==> src/rtl/etapa_busqueda_pkg.sv <==
// Shared widths, constants and the prefetch FIFO entry type for the fetch stage.
// Anything that needs a byte address aligned to a word boundary goes through alinear_dir.
package busqueda_pkg;

  localparam int ANCHO_PC   = 32;
  localparam int ANCHO_INST = 32;

  localparam logic [ANCHO_PC-1:0]   PC_RESET      = 32'h0000_0000;
  localparam logic [ANCHO_PC-1:0]   INCREMENTO_PC = 32'h0000_0004;
  localparam logic [ANCHO_INST-1:0] INST_NULA     = 32'h0000_0000;

  typedef struct packed {
    logic [ANCHO_PC-1:0]   pc;
    logic [ANCHO_INST-1:0] instruccion;
  } entrada_fifo_t;

  // Clears the two byte-offset bits so every fetch address is word aligned.
  function automatic logic [ANCHO_PC-1:0] alinear_dir(input logic [ANCHO_PC-1:0] dir);
    return dir & {{(ANCHO_PC-2){1'b1}}, 2'b00};
  endfunction

endpackage

==> src/rtl/etapa_busqueda_if.sv <==
// Bus seen by the fetch stage: instruction-memory port, redirect input and the
// downstream valid/ready handshake. master = fetch stage, slave = its environment.
interface etapa_busqueda_if;
  import busqueda_pkg::*;

  logic                  mem_req;
  logic [ANCHO_PC-1:0]   mem_dir;
  logic                  mem_valido;
  logic [ANCHO_INST-1:0] mem_dato;
  logic                  salto_valido;
  logic [ANCHO_PC-1:0]   salto_dir;
  logic [ANCHO_INST-1:0] instruccion_r;
  logic [ANCHO_PC-1:0]   pc_inst;
  logic                  inst_valida;
  logic                  inst_listo;

  modport master (
    output mem_req, mem_dir, instruccion_r, pc_inst, inst_valida,
    input  mem_valido, mem_dato, salto_valido, salto_dir, inst_listo
  );

  modport slave (
    input  mem_req, mem_dir, instruccion_r, pc_inst, inst_valida,
    output mem_valido, mem_dato, salto_valido, salto_dir, inst_listo
  );

endinterface

==> src/rtl/etapa_busqueda_chk.sv <==
// Invariants of the fetch stage: the issue credit never lets a response land in a
// full FIFO, and the fetch address stays word aligned.
module etapa_busqueda_chk #(
  parameter  int PROFUNDIDAD = 4,
  localparam int ANCHO_CNT   = $clog2(PROFUNDIDAD) + 1
) (
  input logic                 clk,
  input logic                 rst_n,
  input logic                 push,
  input logic [ANCHO_CNT-1:0] count,
  input logic [1:0]           dir_bajo
);

  localparam logic [ANCHO_CNT-1:0] LLENO = ANCHO_CNT'(PROFUNDIDAD);

  a_sin_desborde: assert property (@(posedge clk) disable iff (!rst_n) !(push && (count == LLENO)));
  a_dir_alineada: assert property (@(posedge clk) disable iff (!rst_n) dir_bajo == 2'b00);

endmodule

==> src/rtl/etapa_busqueda_fifo_inst.sv <==
// Prefetch FIFO of {pc, instruction} entries. Pointers carry one extra wrap bit so
// full and empty are distinguishable; flush empties it and overrides push and pop.
module fifo_inst
  import busqueda_pkg::*;
#(
  parameter  int PROFUNDIDAD = 4,
  localparam int ANCHO_PTR   = $clog2(PROFUNDIDAD)
) (
  input  logic               clk,
  input  logic               rst_n,
  input  logic               push,
  input  logic               pop,
  input  logic               flush,
  input  entrada_fifo_t      dato,
  output entrada_fifo_t      head,
  output logic [ANCHO_PTR:0] count
);

  entrada_fifo_t      mem_r [PROFUNDIDAD];
  logic [ANCHO_PTR:0] wr_ptr_r;
  logic [ANCHO_PTR:0] rd_ptr_r;
  logic               vacia_s;
  logic               escribe_s;
  logic               lee_s;

  // Port qualification, occupancy and head presentation (zero when empty).
  always_comb begin
    vacia_s   = (wr_ptr_r == rd_ptr_r);
    escribe_s = push && !flush;
    lee_s     = pop && !flush && !vacia_s;
    count     = wr_ptr_r - rd_ptr_r;
    if (vacia_s) begin
      head.pc          = {ANCHO_PC{1'b0}};
      head.instruccion = INST_NULA;
    end else begin
      head = mem_r[rd_ptr_r[ANCHO_PTR-1:0]];
    end
  end

  // Read/write pointer update.
  always_ff @(posedge clk or negedge rst_n) begin
    if (!rst_n) begin
      wr_ptr_r <= {(ANCHO_PTR+1){1'b0}};
      rd_ptr_r <= {(ANCHO_PTR+1){1'b0}};
    end else if (flush) begin
      wr_ptr_r <= {(ANCHO_PTR+1){1'b0}};
      rd_ptr_r <= {(ANCHO_PTR+1){1'b0}};
    end else begin
      if (escribe_s) wr_ptr_r <= wr_ptr_r + {{ANCHO_PTR{1'b0}}, 1'b1};
      if (lee_s)     rd_ptr_r <= rd_ptr_r + {{ANCHO_PTR{1'b0}}, 1'b1};
    end
  end

  // Entry storage; contents are never observed while the FIFO is empty.
  always_ff @(posedge clk) begin
    if (escribe_s) mem_r[wr_ptr_r[ANCHO_PTR-1:0]] <= dato;
  end

endmodule

==> src/rtl/etapa_busqueda.sv <==
// Instruction-fetch stage: owns the PC, issues one-deep reads to a 1-cycle memory,
// buffers responses in fifo_inst and flushes everything on a redirect.
module etapa_busqueda
  import busqueda_pkg::ANCHO_PC, busqueda_pkg::INCREMENTO_PC,
         busqueda_pkg::entrada_fifo_t, busqueda_pkg::alinear_dir;
#(
  parameter logic [ANCHO_PC-1:0] PC_RESET    = busqueda_pkg::PC_RESET,
  parameter int                  PROFUNDIDAD = 4
) (
  input logic              clk,
  input logic              rst_n,
  etapa_busqueda_if.master bus
);

  localparam int                 ANCHO_CNT = $clog2(PROFUNDIDAD) + 1;
  localparam logic [ANCHO_CNT:0] LIMITE    = (ANCHO_CNT+1)'(PROFUNDIDAD);

  logic [ANCHO_PC-1:0]  pc_r;
  logic [ANCHO_PC-1:0]  pc_req_r;
  logic                 en_vuelo_r;
  logic                 emite_s;
  logic                 push_s;
  logic                 pop_s;
  logic                 valida_s;
  logic [ANCHO_CNT-1:0] count_s;
  entrada_fifo_t        entrada_s;
  entrada_fifo_t        head_s;

  // Issue credit counts buffered plus in-flight words; a same-cycle pop is not credited.
  // rst_n gates the request so it drops the instant reset is asserted.
  always_comb begin
    if (rst_n && !bus.salto_valido &&
        (({1'b0, count_s} + {{ANCHO_CNT{1'b0}}, en_vuelo_r}) < LIMITE)) begin
      emite_s = 1'b1;
    end else begin
      emite_s = 1'b0;
    end
    valida_s              = (count_s != {ANCHO_CNT{1'b0}}) && !bus.salto_valido;
    push_s                = bus.mem_valido && en_vuelo_r && !bus.salto_valido;
    pop_s                 = valida_s && bus.inst_listo;
    entrada_s.pc          = pc_req_r;
    entrada_s.instruccion = bus.mem_dato;
  end

  // PC, captured request PC and the single outstanding-request flag.
  always_ff @(posedge clk or negedge rst_n) begin
    if (!rst_n) begin
      pc_r       <= alinear_dir(PC_RESET);
      pc_req_r   <= alinear_dir(PC_RESET);
      en_vuelo_r <= 1'b0;
    end else if (bus.salto_valido) begin
      pc_r       <= alinear_dir(bus.salto_dir);
      en_vuelo_r <= 1'b0;
    end else if (emite_s) begin
      pc_r       <= pc_r + INCREMENTO_PC;
      pc_req_r   <= pc_r;
      en_vuelo_r <= 1'b1;
    end else if (bus.mem_valido) begin
      en_vuelo_r <= 1'b0;
    end
  end

  fifo_inst #(.PROFUNDIDAD(PROFUNDIDAD)) u_fifo (
    .clk   (clk),
    .rst_n (rst_n),
    .push  (push_s),
    .pop   (pop_s),
    .flush (bus.salto_valido),
    .dato  (entrada_s),
    .head  (head_s),
    .count (count_s)
  );

  etapa_busqueda_chk #(.PROFUNDIDAD(PROFUNDIDAD)) u_chk (
    .clk      (clk),
    .rst_n    (rst_n),
    .push     (push_s),
    .count    (count_s),
    .dir_bajo (pc_r[1:0])
  );

  // Bus outputs.
  always_comb begin
    bus.mem_req       = emite_s;
    bus.mem_dir       = pc_r;
    bus.inst_valida   = valida_s;
    bus.instruccion_r = head_s.instruccion;
    bus.pc_inst       = head_s.pc;
  end

endmodule

==> src/flat_wrapper.sv <==
// flat-port wrapper written by rule: the top's interface ports become plain ports
module etapa_busqueda_flat import busqueda_pkg::ANCHO_PC, busqueda_pkg::INCREMENTO_PC,
         busqueda_pkg::entrada_fifo_t, busqueda_pkg::alinear_dir;
#(
  parameter logic [ANCHO_PC-1:0] PC_RESET    = busqueda_pkg::PC_RESET,
  parameter int                  PROFUNDIDAD = 4
)
  (clk, rst_n, bus_mem_req, bus_mem_dir, bus_instruccion_r, bus_pc_inst, bus_inst_valida, bus_mem_valido, bus_mem_dato, bus_salto_valido, bus_salto_dir, bus_inst_listo);
  etapa_busqueda_if bus_i ();
  input logic clk;
  input logic rst_n;
  output wire logic [$bits(bus_i.mem_req)-1:0] bus_mem_req;
  output wire logic [$bits(bus_i.mem_dir)-1:0] bus_mem_dir;
  output wire logic [$bits(bus_i.instruccion_r)-1:0] bus_instruccion_r;
  output wire logic [$bits(bus_i.pc_inst)-1:0] bus_pc_inst;
  output wire logic [$bits(bus_i.inst_valida)-1:0] bus_inst_valida;
  input wire logic [$bits(bus_i.mem_valido)-1:0] bus_mem_valido;
  input wire logic [$bits(bus_i.mem_dato)-1:0] bus_mem_dato;
  input wire logic [$bits(bus_i.salto_valido)-1:0] bus_salto_valido;
  input wire logic [$bits(bus_i.salto_dir)-1:0] bus_salto_dir;
  input wire logic [$bits(bus_i.inst_listo)-1:0] bus_inst_listo;
  assign bus_mem_req = bus_i.mem_req;
  assign bus_mem_dir = bus_i.mem_dir;
  assign bus_instruccion_r = bus_i.instruccion_r;
  assign bus_pc_inst = bus_i.pc_inst;
  assign bus_inst_valida = bus_i.inst_valida;
  assign bus_i.mem_valido = bus_mem_valido;
  assign bus_i.mem_dato = bus_mem_dato;
  assign bus_i.salto_valido = bus_salto_valido;
  assign bus_i.salto_dir = bus_salto_dir;
  assign bus_i.inst_listo = bus_inst_listo;
  etapa_busqueda #(.PC_RESET(PC_RESET), .PROFUNDIDAD(PROFUNDIDAD)) u_core (.clk(clk), .rst_n(rst_n), .bus(bus_i));
endmodule
==> config.mk <==
export PLATFORM = sky130hd
export DESIGN_NAME = etapa_busqueda_flat
export DESIGN_NICKNAME = d
export VERILOG_FILES = /design/src/rtl/etapa_busqueda_pkg.sv /design/src/rtl/etapa_busqueda_if.sv /design/src/rtl/etapa_busqueda_chk.sv /design/src/rtl/etapa_busqueda_fifo_inst.sv /design/src/rtl/etapa_busqueda.sv /design/src/flat_wrapper.sv
export SDC_FILE = /design/constraint.sdc
export NUM_CORES = 1
export LEC_CHECK = 0
export CAP_MARGIN = 30
export CORE_UTILIZATION = 25
export DETAILED_ROUTE_END_ITERATION = 8
export PLACE_DENSITY = 0.42
export SYNTH_ARGS = -nofsm -noshare
export SYNTH_HDL_FRONTEND = slang
export SYNTH_HIERARCHICAL = 1
export SYNTH_SLANG_ARGS = --single-unit
export TNS_END_PERCENT = 1
==> constraint.sdc <==
create_clock -name clk -period 4.1 [get_ports clk]
set_clock_uncertainty 0.15 [all_clocks]
set_input_delay 1.025 -clock clk [delete_from_list [all_inputs] [get_ports clk]]
set_output_delay 1.025 -clock clk [all_outputs]
set_load 0.01 [all_outputs]
==> impl_metrics.ini <==
[run_status]
outcome = finished, final reports clean

[synth]
synth_top_area_share_pct = 56.2
netlist_area_um2 = 13700
avgSynthCellArea_um2 = 16.6
synth_seq_cells = 323
synth.distinct_cells = 64
synthCells = 824
synthArstFlopShare_pct = 20.7
ys.flop_type = edfxtp_1
yosysSeqAreaShare_pct = 68.4
synth_edf_count = 256
yosys.area.top_type = edfxtp_1
ys_top_cells_by_area = edfxtp_1 (56%), dfrtp_1 (12%), mux4_2 (11%), nand2_1 (3.1%), nor2b_4 (3.0%)
ys_warn_count = 6

[placed_design]
gp_congestion = 0.787
placed_cells = 1669
hpwlAfterDp_mm = 22.3
place_area_um2 = 16200
dp_slack_ns = 0.447
port_buffers = 162

[timing]
rsz0062_at_grt = true
setup_slack_ns = 0.179
fmax_mhz = 255
slew_headroom_pct = 52.5
finalCriticalPeriod_ns = 3.92
tightest_slew_ns = 0.712
slew_viol_final = 0
min_period_over_period_pct = 95.6
hold_viol = 0
setup_viol = 0

[layout]
diodes = 0
multi_input_area_um2 = 4000
fillers = 5286
regArea_um2 = 9370
fin_nets = 1102
syn_to_final_growth_pct = 28.0
drive_above_1_share_pct = 19.6
layout.cells.non_filler = 1750
final_area_um2 = 17500

[clocking]
cts_tree = done
holdBufCountCts = 0
cts.sinks = 323
cts_buffers = 39
cts.clk_slew.worst_paths_ns = 0.06
cts.htree.levels = 2
clk_latency_ns = 0.55
cts_buffer_depth = 3
root_buffer = clkbuf_16

[route]
via_per_inst = 4.49
wirelength_mm = 35.9
postRouteAntennaNets = 0
drc = 0
drt_first_pass_iters = 5
vias = 7865
avgRoutedWirePerCell_um = 20.5
drt_iter0_drc = 506

[worst_setup_path]
start_kind = register
r2r_start = u_core/u_fifo/wr_ptr_r[0]
crit_path_end_kind = output pin
arrival_ns = 2.75
cp_max_fo = 68
cp.required_ns = 2.92
rrSetupSlack_ns = 0.90
critPathKind = register to output pin
crit_path_start = u_core/u_fifo/rd_ptr_r[0]

[power]
peakVddDrop_v = 0.000421
p_per_area_nw_per_um2 = 572
p_leak_nw = 5.97

[global_route]
grt_max_degree = 69
grt_first_pass_wirelength_mm = 54.8
gr-total-overflow = 0
grt_pass1_vias = 8356
grt.total_usage_pct = 13.1
antenna_found_initial = 0

[floorplan]
num_rows = 85
die_w_um = 236
ios = 167
dieArea_um2 = 55700
core_um2 = 53900
initial_utilization_pct = 25.4
die_h_um = 236

[hold_path]
hold_path_class = register to register
min_from = u_core/pc_req_r[20]

[job]
maxCapViolations = 0
-- layout make-up --
cell class                      count  area share, %
Clock buffer                       49           5.96
Tap cell                          696           4.97
Inverter                           14          0.300
Multi-Input combinational cell    447           22.9
Sequential cell                   323           53.5
Clock inverter                     22          0.836
Timing Repair Buffer              199           11.6
-- metrics by stage --
stage | power [mW] | util [%] | hold WS, ns | setup TNS (ns)
2_1_floorplan | 5.74 | - | 0.326 | -0.349
3_3_place_gp | 6.84 | 30.1 | 0.354 | 0
6_report | 10.0 | 32.5 | 0.370 | 0
5_1_grt | 10.5 | 32.5 | 0.392 | -0.0000830
4_1_cts | 10.1 | 32.3 | 0.375 | -0.0555
3_5_place_dp | 6.86 | 30.1 | 0.362 | 0
-- final timing paths --
check / end / cells past startpoint
worst max-delay path: bus_pc_inst[21] / 4
worst min-delay path: u_core/u_fifo/mem_r[3][52] / 0
worst max register to register: u_core/bus.mem_dir[10] / 10
worst min register to register: u_core/u_fifo/mem_r[3][52] / 0
max in group asynchronous: u_core/u_fifo/rd_ptr_r[1] / 2
min in group asynchronous: u_core/pc_req_r[15] / 2
-- layout by cell type (no fill, tap or decap), types with 6 or more instances in the layout --
| cell | netlist | final |
|---|---|---|
| nor3_1 | 8 | 8 |
| o311ai_0 | 8 | 8 |
| clkbuf_16 | 0 | 40 |
| nor2b_4 | 30 | 31 |
| o211ai_1 | 7 | 7 |
| o311ai_1 | 7 | 7 |
| inv_1 | 14 | 14 |
| a22oi_1 | 6 | 6 |
| conb_1 | 1 | 10 |
| nor4_1 | 6 | 6 |
| and3_1 | 6 | 6 |
| clkbuf_1 | 17 | 8 |
| buf_4 | 5 | 27 |
| ha_1 | 8 | 8 |
| buf_12 | 4 | 8 |
| nor2_1 | 11 | 10 |
| mux4_2 | 64 | 64 |
| a31oi_1 | 6 | 6 |
| and4_1 | 8 | 8 |
| nand2_1 | 112 | 111 |
| edfxtp_1 | 256 | 256 |
| nand4_1 | 6 | 6 |
| clkinv_1 | 0 | 10 |
| nor2b_1 | 37 | 36 |
| clkdlybuf4s50_1 | 0 | 159 |
| o21ai_0 | 14 | 14 |
| nand3_1 | 21 | 21 |
| dfrtp_1 | 67 | 65 |
-- synth_stat cells (4+ instances only) --
master / count
a21oi_1: 5
a22oi_1: 6
a31oi_1: 6
a32oi_1: 4
and2_1: 8
and3_1: 6
and4_1: 8
buf_12: 4
buf_2: 14
buf_4: 5
buf_6: 7
clkbuf_1: 17
dfrtp_1: 67
edfxtp_1: 256
ha_1: 8
inv_1: 14
mux4_2: 64
nand2_1: 112
nand3_1: 21
nand4_1: 6
nor2_1: 11
nor2b_1: 37
nor2b_4: 30
nor3_1: 8
nor4_1: 6
o211ai_1: 7
o21ai_0: 14
o311ai_0: 8
o311ai_1: 7
or3_1: 5
-- cell families (layout without fill, tap and decap cells) --
family | after synthesis | in the layout | share of synthesized area, %
flops | 323 | 323 | 68.4
simple gates | 279 | 279 | 12.6
compound gates | 76 | 76 | 4.09
mux | 68 | 68 | 10.8
buf+inv | 63 | 284 | 2.85
fa+ha+maj | 9 | 9 | 0.877
xor+xnor | 5 | 5 | 0.375
other cells | 1 | 10 | 0.0274
-- timing repair --
action	CTS	global route
pin swaps	1	1
endpoints found under the setup margin	56	45
resized for setup	2	4
gates cloned	0	0
setup buffers	2	8
-- worst max-delay path, stage by stage, from the launching register on --
cell	delay, ns
dfrtp_4	0.44
buf_16	0.47
mux4_2	0.61
nor2b_4	0.14
clkdlybuf4s50_1	0.52
-- where the power goes --
group,internal [mW],switching [mW],total (mW)
Sequential,3.84,0.269,4.11
Clock,1.87,1.34,3.21
Combinational,1.43,1.27,2.69
Total,7.14,2.87,10.0
-- layer usage --
| metal | up-vias | part of all wire (%) | global-route usage [%] |
|---|---|---|---|
| met4 | 0 | 2.2 | 4.48 |
| met5 | - | 0 | 0 |
| met2 | 221 | 46 | 20.4 |
| li1 | 3583 | - | - |
| met3 | 50 | 4.6 | 2.29 |
| met1 | 4011 | 47 | 18.4 |
-- state kept, by name, summed over array words and instances, names as in the netlist --
register                flops
u_core/bus.mem_dir         30
u_core/en_vuelo_r           1
u_core/pc_req_r            30
u_core/u_fifo/mem_r       256
u_core/u_fifo/rd_ptr_r      3
u_core/u_fifo/wr_ptr_r      3
(Power assumes the default switching activity.)
